**config.mk**
```make
export PLATFORM = sky130hd
export DESIGN_NAME = alu_arbiter
export DESIGN_NICKNAME = d
export VERILOG_FILES = /design/src/rtl/alu_arbiter.sv
export SDC_FILE = /design/constraint.sdc
export NUM_CORES = 1
export LEC_CHECK = 0
export ABC_AREA = 0
export CORE_MARGIN = 2
export CORE_UTILIZATION = 39
export CTS_BUF_LIST = sky130_fd_sc_hd__clkbuf_8
export CTS_CLUSTER_DIAMETER = 80
export DETAILED_ROUTE_END_ITERATION = 16
export GPL_TIMING_DRIVEN = 0
export PLACE_DENSITY = 0.83
export SYNTH_ARGS = -nofsm -noshare
export SYNTH_HDL_FRONTEND = slang
export SYNTH_SLANG_ARGS = --single-unit
```
**constraint.sdc**
```tcl
create_clock -name CLK -period 1.7 [get_ports CLK]
set_input_delay 0.34 -clock CLK [delete_from_list [all_inputs] [get_ports CLK]]
set_output_delay 0.34 -clock CLK [all_outputs]
set_load 0.01 [all_outputs]
```
**src/rtl/alu_arbiter.sv**
```systemverilog
// rtl/alu_arbiter.sv - round-robin arbiter sharing one combinational ALU between two requesters
// Operands are latched on accept and held on the ALU for ALU_LAT cycles; result returned via valid/ready.
module alu_arbiter #(
   parameter int ALU_LAT = 1,
   parameter int NUM_OPS = 9
) (
   input  logic        CLK,
   input  logic        RST,
   input  logic        REQ0_VALID,
   output logic        REQ0_READY,
   input  logic [31:0] REQ0_OP1,
   input  logic [31:0] REQ0_OP2,
   input  logic [5:0]  REQ0_OPRN,
   input  logic        REQ1_VALID,
   output logic        REQ1_READY,
   input  logic [31:0] REQ1_OP1,
   input  logic [31:0] REQ1_OP2,
   input  logic [5:0]  REQ1_OPRN,
   output logic        RSP_VALID,
   input  logic        RSP_READY,
   output logic        RSP_ID,
   output logic [31:0] RSP_DATA,
   output logic        RSP_ZERO,
   output logic        RSP_ERR,
   output logic [31:0] ALU_OP1,
   output logic [31:0] ALU_OP2,
   output logic [5:0]  ALU_OPRN,
   input  logic [31:0] ALU_OUT,
   input  logic        ALU_ZERO,
   output logic        BUSY
);

   localparam logic [1:0] S_IDLE = 2'd0;
   localparam logic [1:0] S_EXEC = 2'd1;
   localparam logic [1:0] S_RESP = 2'd2;
   localparam int         CNT_W  = (ALU_LAT > 1) ? $clog2(ALU_LAT) : 1;

   logic [1:0]       r_state;
   logic             r_prio;
   logic [CNT_W-1:0] r_cnt;
   logic [31:0]      r_op1;
   logic [31:0]      r_op2;
   logic [5:0]       r_oprn;
   logic             r_id;
   logic [31:0]      r_rsp_data;
   logic             r_rsp_zero;
   logic             r_rsp_err;

   logic        w_idle;
   logic        w_exec;
   logic        w_grant0;
   logic        w_grant1;
   logic        w_accept;
   logic [31:0] w_sel_op1;
   logic [31:0] w_sel_op2;
   logic [5:0]  w_sel_oprn;
   logic        w_legal;

   assign w_idle = (r_state == S_IDLE);
   assign w_exec = (r_state == S_EXEC);

   // A lone valid requester always wins; priority only breaks ties. Reset blocks any grant.
   assign w_grant0 = ~RST & w_idle & REQ0_VALID & (~REQ1_VALID | ~r_prio);
   assign w_grant1 = ~RST & w_idle & REQ1_VALID & (~REQ0_VALID |  r_prio);
   assign w_accept = w_grant0 | w_grant1;

   assign w_sel_op1  = w_grant1 ? REQ1_OP1  : REQ0_OP1;
   assign w_sel_op2  = w_grant1 ? REQ1_OP2  : REQ0_OP2;
   assign w_sel_oprn = w_grant1 ? REQ1_OPRN : REQ0_OPRN;
   assign w_legal    = (w_sel_oprn != 6'd0) && (w_sel_oprn <= 6'(NUM_OPS));

   always_ff @(posedge CLK) begin
      if (RST) begin
         r_state    <= S_IDLE;
         r_prio     <= 1'b0;
         r_cnt      <= '0;
         r_op1      <= '0;
         r_op2      <= '0;
         r_oprn     <= '0;
         r_id       <= 1'b0;
         r_rsp_data <= '0;
         r_rsp_zero <= 1'b0;
         r_rsp_err  <= 1'b0;
      end else begin
         case (r_state)
            S_IDLE: begin
               if (w_accept) begin
                  r_op1  <= w_sel_op1;
                  r_op2  <= w_sel_op2;
                  r_oprn <= w_sel_oprn;
                  r_id   <= w_grant1;
                  if (w_legal) begin
                     r_state <= S_EXEC;
                     r_cnt   <= CNT_W'(ALU_LAT - 1);
                  end else begin
                     r_state    <= S_RESP;
                     r_rsp_data <= '0;
                     r_rsp_zero <= 1'b0;
                     r_rsp_err  <= 1'b1;
                  end
               end
            end
            S_EXEC: begin
               if (r_cnt == '0) begin
                  r_state    <= S_RESP;
                  r_rsp_data <= ALU_OUT;
                  r_rsp_zero <= ALU_ZERO;
                  r_rsp_err  <= 1'b0;
               end else begin
                  r_cnt <= r_cnt - 1'b1;
               end
            end
            S_RESP: begin
               if (RSP_READY) begin
                  r_state <= S_IDLE;
                  r_prio  <= ~r_id;
               end
            end
            default: r_state <= S_IDLE;
         endcase
      end
   end

   assign REQ0_READY = w_grant0;
   assign REQ1_READY = w_grant1;
   assign RSP_VALID  = (r_state == S_RESP);
   assign RSP_ID     = r_id;
   assign RSP_DATA   = r_rsp_data;
   assign RSP_ZERO   = r_rsp_zero;
   assign RSP_ERR    = r_rsp_err;
   // The ALU only sees live operands while executing; otherwise it gets the no-op code.
   assign ALU_OP1    = w_exec ? r_op1  : '0;
   assign ALU_OP2    = w_exec ? r_op2  : '0;
   assign ALU_OPRN   = w_exec ? r_oprn : '0;
   assign BUSY       = ~w_idle;

endmodule

```
==> After elaboration in Yosys (flattened, before gate mapping) <==
Cells that the tools add are included.
Widths: inputs -> output; s select.
{ "totals": {"reg_bits": 109, "in_bits": 178} }
{ "op_classes": {"bitwise": 14, "order_cmp": 1, "n_mux": 27, "eq_ne": 7, "n_addsub": 1, "n_reduce_logical": 9} }
{ "ops": {"columns": ["operator", "n"], "rows": [
  ["$mux 32", 7],
  ["$pmux 32 s2", 1],
  ["$mux 6", 2],
  ["$mux 1", 9],
  ["$mux 2", 4],
  ["$le 6x4->1 const B", 1],
  ["$ne 2x1->1 const B", 3],
  ["$not 1->1", 6],
  ["$pmux 1 s2", 3],
  ["$pmux 2 s3", 1],
  ["$reduce_and 3->1", 2],
  ["$reduce_bool 6->1", 1],
  ["$and 1x1->1", 5],
  ["$ne 2x2->1 const B", 2],
  ["$reduce_and 2->1", 2],
  ["$reduce_and 4->1", 1],
  ["$or 1x1->1", 3],
  ["$eq 2x1->1 const B", 1],
  ["$eq 2x2->1 const B", 1],
  ["$logic_not 2->1", 1],
  ["$reduce_bool 2->1", 1],
  ["$logic_and 1x1->1", 1],
  ["$sub 1x1->1 const B", 1]
]} }

==> Depth between registers and ports, before layout <==
{ "depth": {"word_depth": 10, "ltp_mapped": 7, "mapped_depth_nobuf": 5} }

==> Worst setup path before layout <==
No wires, ideal clock.
{ "synth_timing": {"path_kind": "input to register", "from": "in REQ0_OPRN[0]", "to": "reg r_rsp_data[0] (netlist: RSP_DATA[0])", "setup_ps": 117, "setup_slack_ps": 149, "stages": 5, "arrival_time_ps": 1434, "path_cell_list": "or4_1 -> nand3_1 -> a221oi_2 -> buf_2 -> a22o_1"} }
{ "synth_via": {"elab_chain_cells": 5, "elab_cells_between_ends": 6, "cone_classes": "order compare: 1; eq/ne: 1; mux: 1; reduce/logical: 3"} }
{ "synth_rtl": {"columns": ["element", "line_no", "rtl"], "rows": [
  ["from (decl)", "13", "input logic [5:0] REQ0_OPRN,"],
  ["$mux 6 *", "69", "assign w_sel_oprn = w_grant1 ? REQ1_OPRN : REQ0_OPRN;"],
  ["$le 6x4->1 / $reduce_bool 6->1 (equally long branches)", "70", "assign w_legal = (w_sel_oprn != 6'd0) && (w_sel_oprn <= 6'(NUM_OPS));"],
  ["$logic_and 1x1->1 *", "70", null],
  ["$ne 2x2->1 (no line) *", null, null],
  ["$reduce_and 4->1 (no line) *", null, null],
  ["to (signal assigned)", "81", "r_rsp_data <= '0;"],
  ["to (signal assigned)", "97", "r_rsp_data <= '0;"],
  ["to (signal assigned)", "106", "r_rsp_data <= ALU_OUT;"],
  ["to (decl)", "45", "logic [31:0] r_rsp_data;"]
]} }
Mark *: on every way between the ends. The rest lies on a longest branch, timed or not.
A chain may end at the register's enable or synchronous reset.

==> Final worst setup path <==
{ "layout_timing": {"from": "reg r_state[0]", "to": "out ALU_OP1[9]"} }
{ "layout_via": {"elab_chain_cells": 2} }
{ "layout_rtl": {"columns": ["element", "line_no", "rtl"], "rows": [
  ["from (decl)", "38", "logic [1:0] r_state;"],
  ["from (signal assigned)", "74", "r_state <= S_IDLE;"],
  ["from (signal assigned)", "93", "r_state <= S_EXEC;"],
  ["from (signal assigned)", "96", "r_state <= S_RESP;"],
  ["$eq 2x1->1", "60", "assign w_exec = (r_state == S_EXEC);"],
  ["$mux 32", "132", "assign ALU_OP1 = w_exec ? r_op1 : '0;"],
  ["to (decl)", "25", "output logic [31:0] ALU_OP1,"]
]} }
Every way passes these cells.

==> results by group <==
Run status
  – Outcome: finished, violations left
  – Failing checks: negative setup slack

Worst setup path
  – CP Capture Type: output port
  – Worst Reg-to-Reg Cells: 10
  – Critical path type: register to output port
  – Critical path peak fanout: 5
  – Crit path DAT: 1580 ps
  – Startpoint Class: register
  – Critical Path RT: 1360 ps

Timing
  – Final Setup Violations: 157
  – Slew @ Worst Pin: 705 ps
  – Final clock skew: roughly 16 ps
  – Hold Fails Final Rpt: 0
  – PnR worst setup slack: -217 ps
  – Fmax: around 520 MHz
  – Worst rel slew slack: 0.530
  – Period utilisation layout: 1.13
  – Fin crit period: 1920 ps
  – Max Slew Vio Count: 0
  – Setup_tns: -18,420 ps
  – RSZ-0062 raised after global routing: true

Clocking
  – CTS tree: built
  – CTS clk-pin slew, worst paths: approximately 110 ps
  – Bufs on Longest Clock Path: 2
  – Clock Tree Root: clkbuf_8
  – Worst-skew pair later-pin latency: 400 ps
  – Num CTS Buffers: 9
  – Post-CTS Hold Fix Bufs: 0
  – H-tree lvl count: 3
  – Clock sinks: 108

Floorplan
  – Die area: between 0.01 and 0.015 sq mm
  – Die H: 114 um
  – Cell row count: 40
  – Chip Width: 114 um
  – Boundary Pins: 287
  – Starting Density: 0.397
  – CORE AREA: 0.0120 sq mm

Cells and area
  – Post-synthesis to final-layout area growth: 95.4%
  – Layout cells sized above 1: 0.336
  – Fin nets: 1,080
  – Most common cell after layout, fill and taps aside: clkdlybuf4s50_1
  – Commonest non-fill, non-tap cells in the layout: clkdlybuf4s50_1, dfxtp_1, nand2_1

Pwr
  – Switching share of power: 0.289
  – Switch Pwr: about 1.8 mW
  – Static leakage: between 3 and 4 nW
  – Peak VDD IR: 360 uV
  – Sequential fraction of design power: 0.462
  – Clock power share: 0.279
  – Internal power: 4.32 mW
  – Overall Power: around 6 mW
  – Comb power frac: 0.259
  – PwrDens: roughly 650 mW/mm^2

Logic synthesis
  – Post-synthesis instance area: 0.00475 sq mm
  – Syn avg cell area: a little over 8 sq um
  – Synth Warn #: 0
  – Number of library cell types mapped by synthesis: 29
  – Seq/Total Area, Yosys: 0.455
  – Yosys reg bits: 108
  – Post-synthesis net count: 753
  – Post-synthesis cell count: 575

Placement
  – Placement Setup Slack: -981 ps
  – Port Buffer Count: roughly 290
  – Final GP Congestion: 0.894
  – HPWL after DPL: 13.9 mm

Route
  – Post-DRT Antenna Nets: 0
  – Final WL: 21.0 mm
  – Residual DRC: 0
  – Via count: 5,798
  – Drt via density: 5.50
  – Initial DRC count: 336
  – Detailed Routing Iterations Pass 1: 4
  – DR WL/cell: 19.9 um

GRT
  – Overflow after GRT: 0
  – Largest net degree at the start of global routing: 19
  – Tot GR Track Use: 0.275
  – Vias in the first global route: 5,578
  – Initial antenna violation count: 1
  – First-pass GRT wire length: 28.2 mm

Job
  – Max-cap viol count: 0

Min path
  – HP Class: input port to register
  – Hold Path Stages: 3
==> per-layer routing <==
layer,up-vias,part of all wire,track usage
li1,2655,-,-
met1,2800,0.38,0.309
met2,293,0.51,0.482
met3,50,0.081,0.0799
met4,0,0.032,0.124
met5,-,0,0
==> Yosys cell counts, drive strengths merged <==
master	number	area, sq um
a21oi	1	5.00
a221oi	1	15.0
a22o	33	289
a22oi	1	7.51
a311oi	70	638
a31oi	1	6.26
and2	70	438
buf	15	95.1
clkbuf	36	135
dfxtp	108	2160
inv	4	15.0
mux2i	1	10.0
nand2	142	533
nand2b	4	25.0
nand3	4	30.0
nor2	74	278
nor2b	2	12.5
nor3	1	10.0
o21ai	2	10.0
o22ai	1	6.26
o31ai	1	7.51
or2	1	6.26
or4	2	15.0
==> timing repair <==
item,in CTS,in global routing
resized for setup,394,235
pin swaps,8,110
buffers inserted,11,11
endpoints found under the setup margin,173,175
cloned,2,10
==> sequential cells by signal, summed over array words and instances, names as in the netlist <==
register,cells
RSP_DATA,32
r_oprn,6
RSP_ID,1
r_prio,1
r_op1,32
r_op2,32
RSP_ERR,1
RSP_ZERO,1
r_state,2
==> area by class of cell <==
class,instances,area (sq um)
Fill cell,777,2680
Clock buffer,10,138
Inverter,4,20.0
Sequential cell,108,2170
Multi-Input combinational cell,412,3080
Buffer,50,417
Clock inverter,6,71.3
Timing Repair Buffer,317,3200
Antenna cell,1,2.50
Tap cell,147,184
==> cell families (layout without fill, tap and decap cells) <==
group,Yosys count,after routing,synth area share
other,0,1,0
and+or+nand+nor,300,300,0.284
muxes,1,1,0.00211
AOI/OAI and AO/OA,111,111,0.207
buffers and inverters,55,387,0.0516
DFF,108,108,0.455
==> through the flow <==
stage	util	area, sq um	std cells	hold slack [ps]
global placement	0.652	7800	1008	442
finish	0.776	9280	1055	280
global route	0.776	9280	1055	293
CTS	0.678	8110	1036	470
detailed placement	0.652	7800	1008	455
floorplan	-	4750	575	454
==> power by group through the flow <==
stage / Clock [mW] / Combinational, mW / Sequential [mW]
2_1_floorplan: 0 / 0.453 / 2.83
3_3_place_gp: 0 / 1.08 / 2.83
3_5_place_dp: 0 / 1.10 / 2.84
4_1_cts: 1.70 / 1.20 / 2.79
5_1_grt: 1.80 / 1.66 / 2.82
6_report: 1.70 / 1.57 / 2.80
==> worst paths after layout <==
| path | to | slack (ps) | from |
|---|---|---|---|
| setup / recovery | ALU_OP1[9] | -220 | r_state[0] |
| setup reg to reg | r_op2[23] | -140 | r_state[0] |
| hold / removal | r_oprn[0] | 280 | REQ0_OPRN[0] |
| hold reg to reg | RSP_ERR | 480 | RSP_ERR |
==> worst max-delay path, stage by stage (launching register included) <==
cell and delay (ps):
dfxtp_4 400, nor2b_4 180, buf_6 160, buf_8 120
buf_6 90, and2_4 140, buf_6 100
Power figures use the tool's default switching activity.
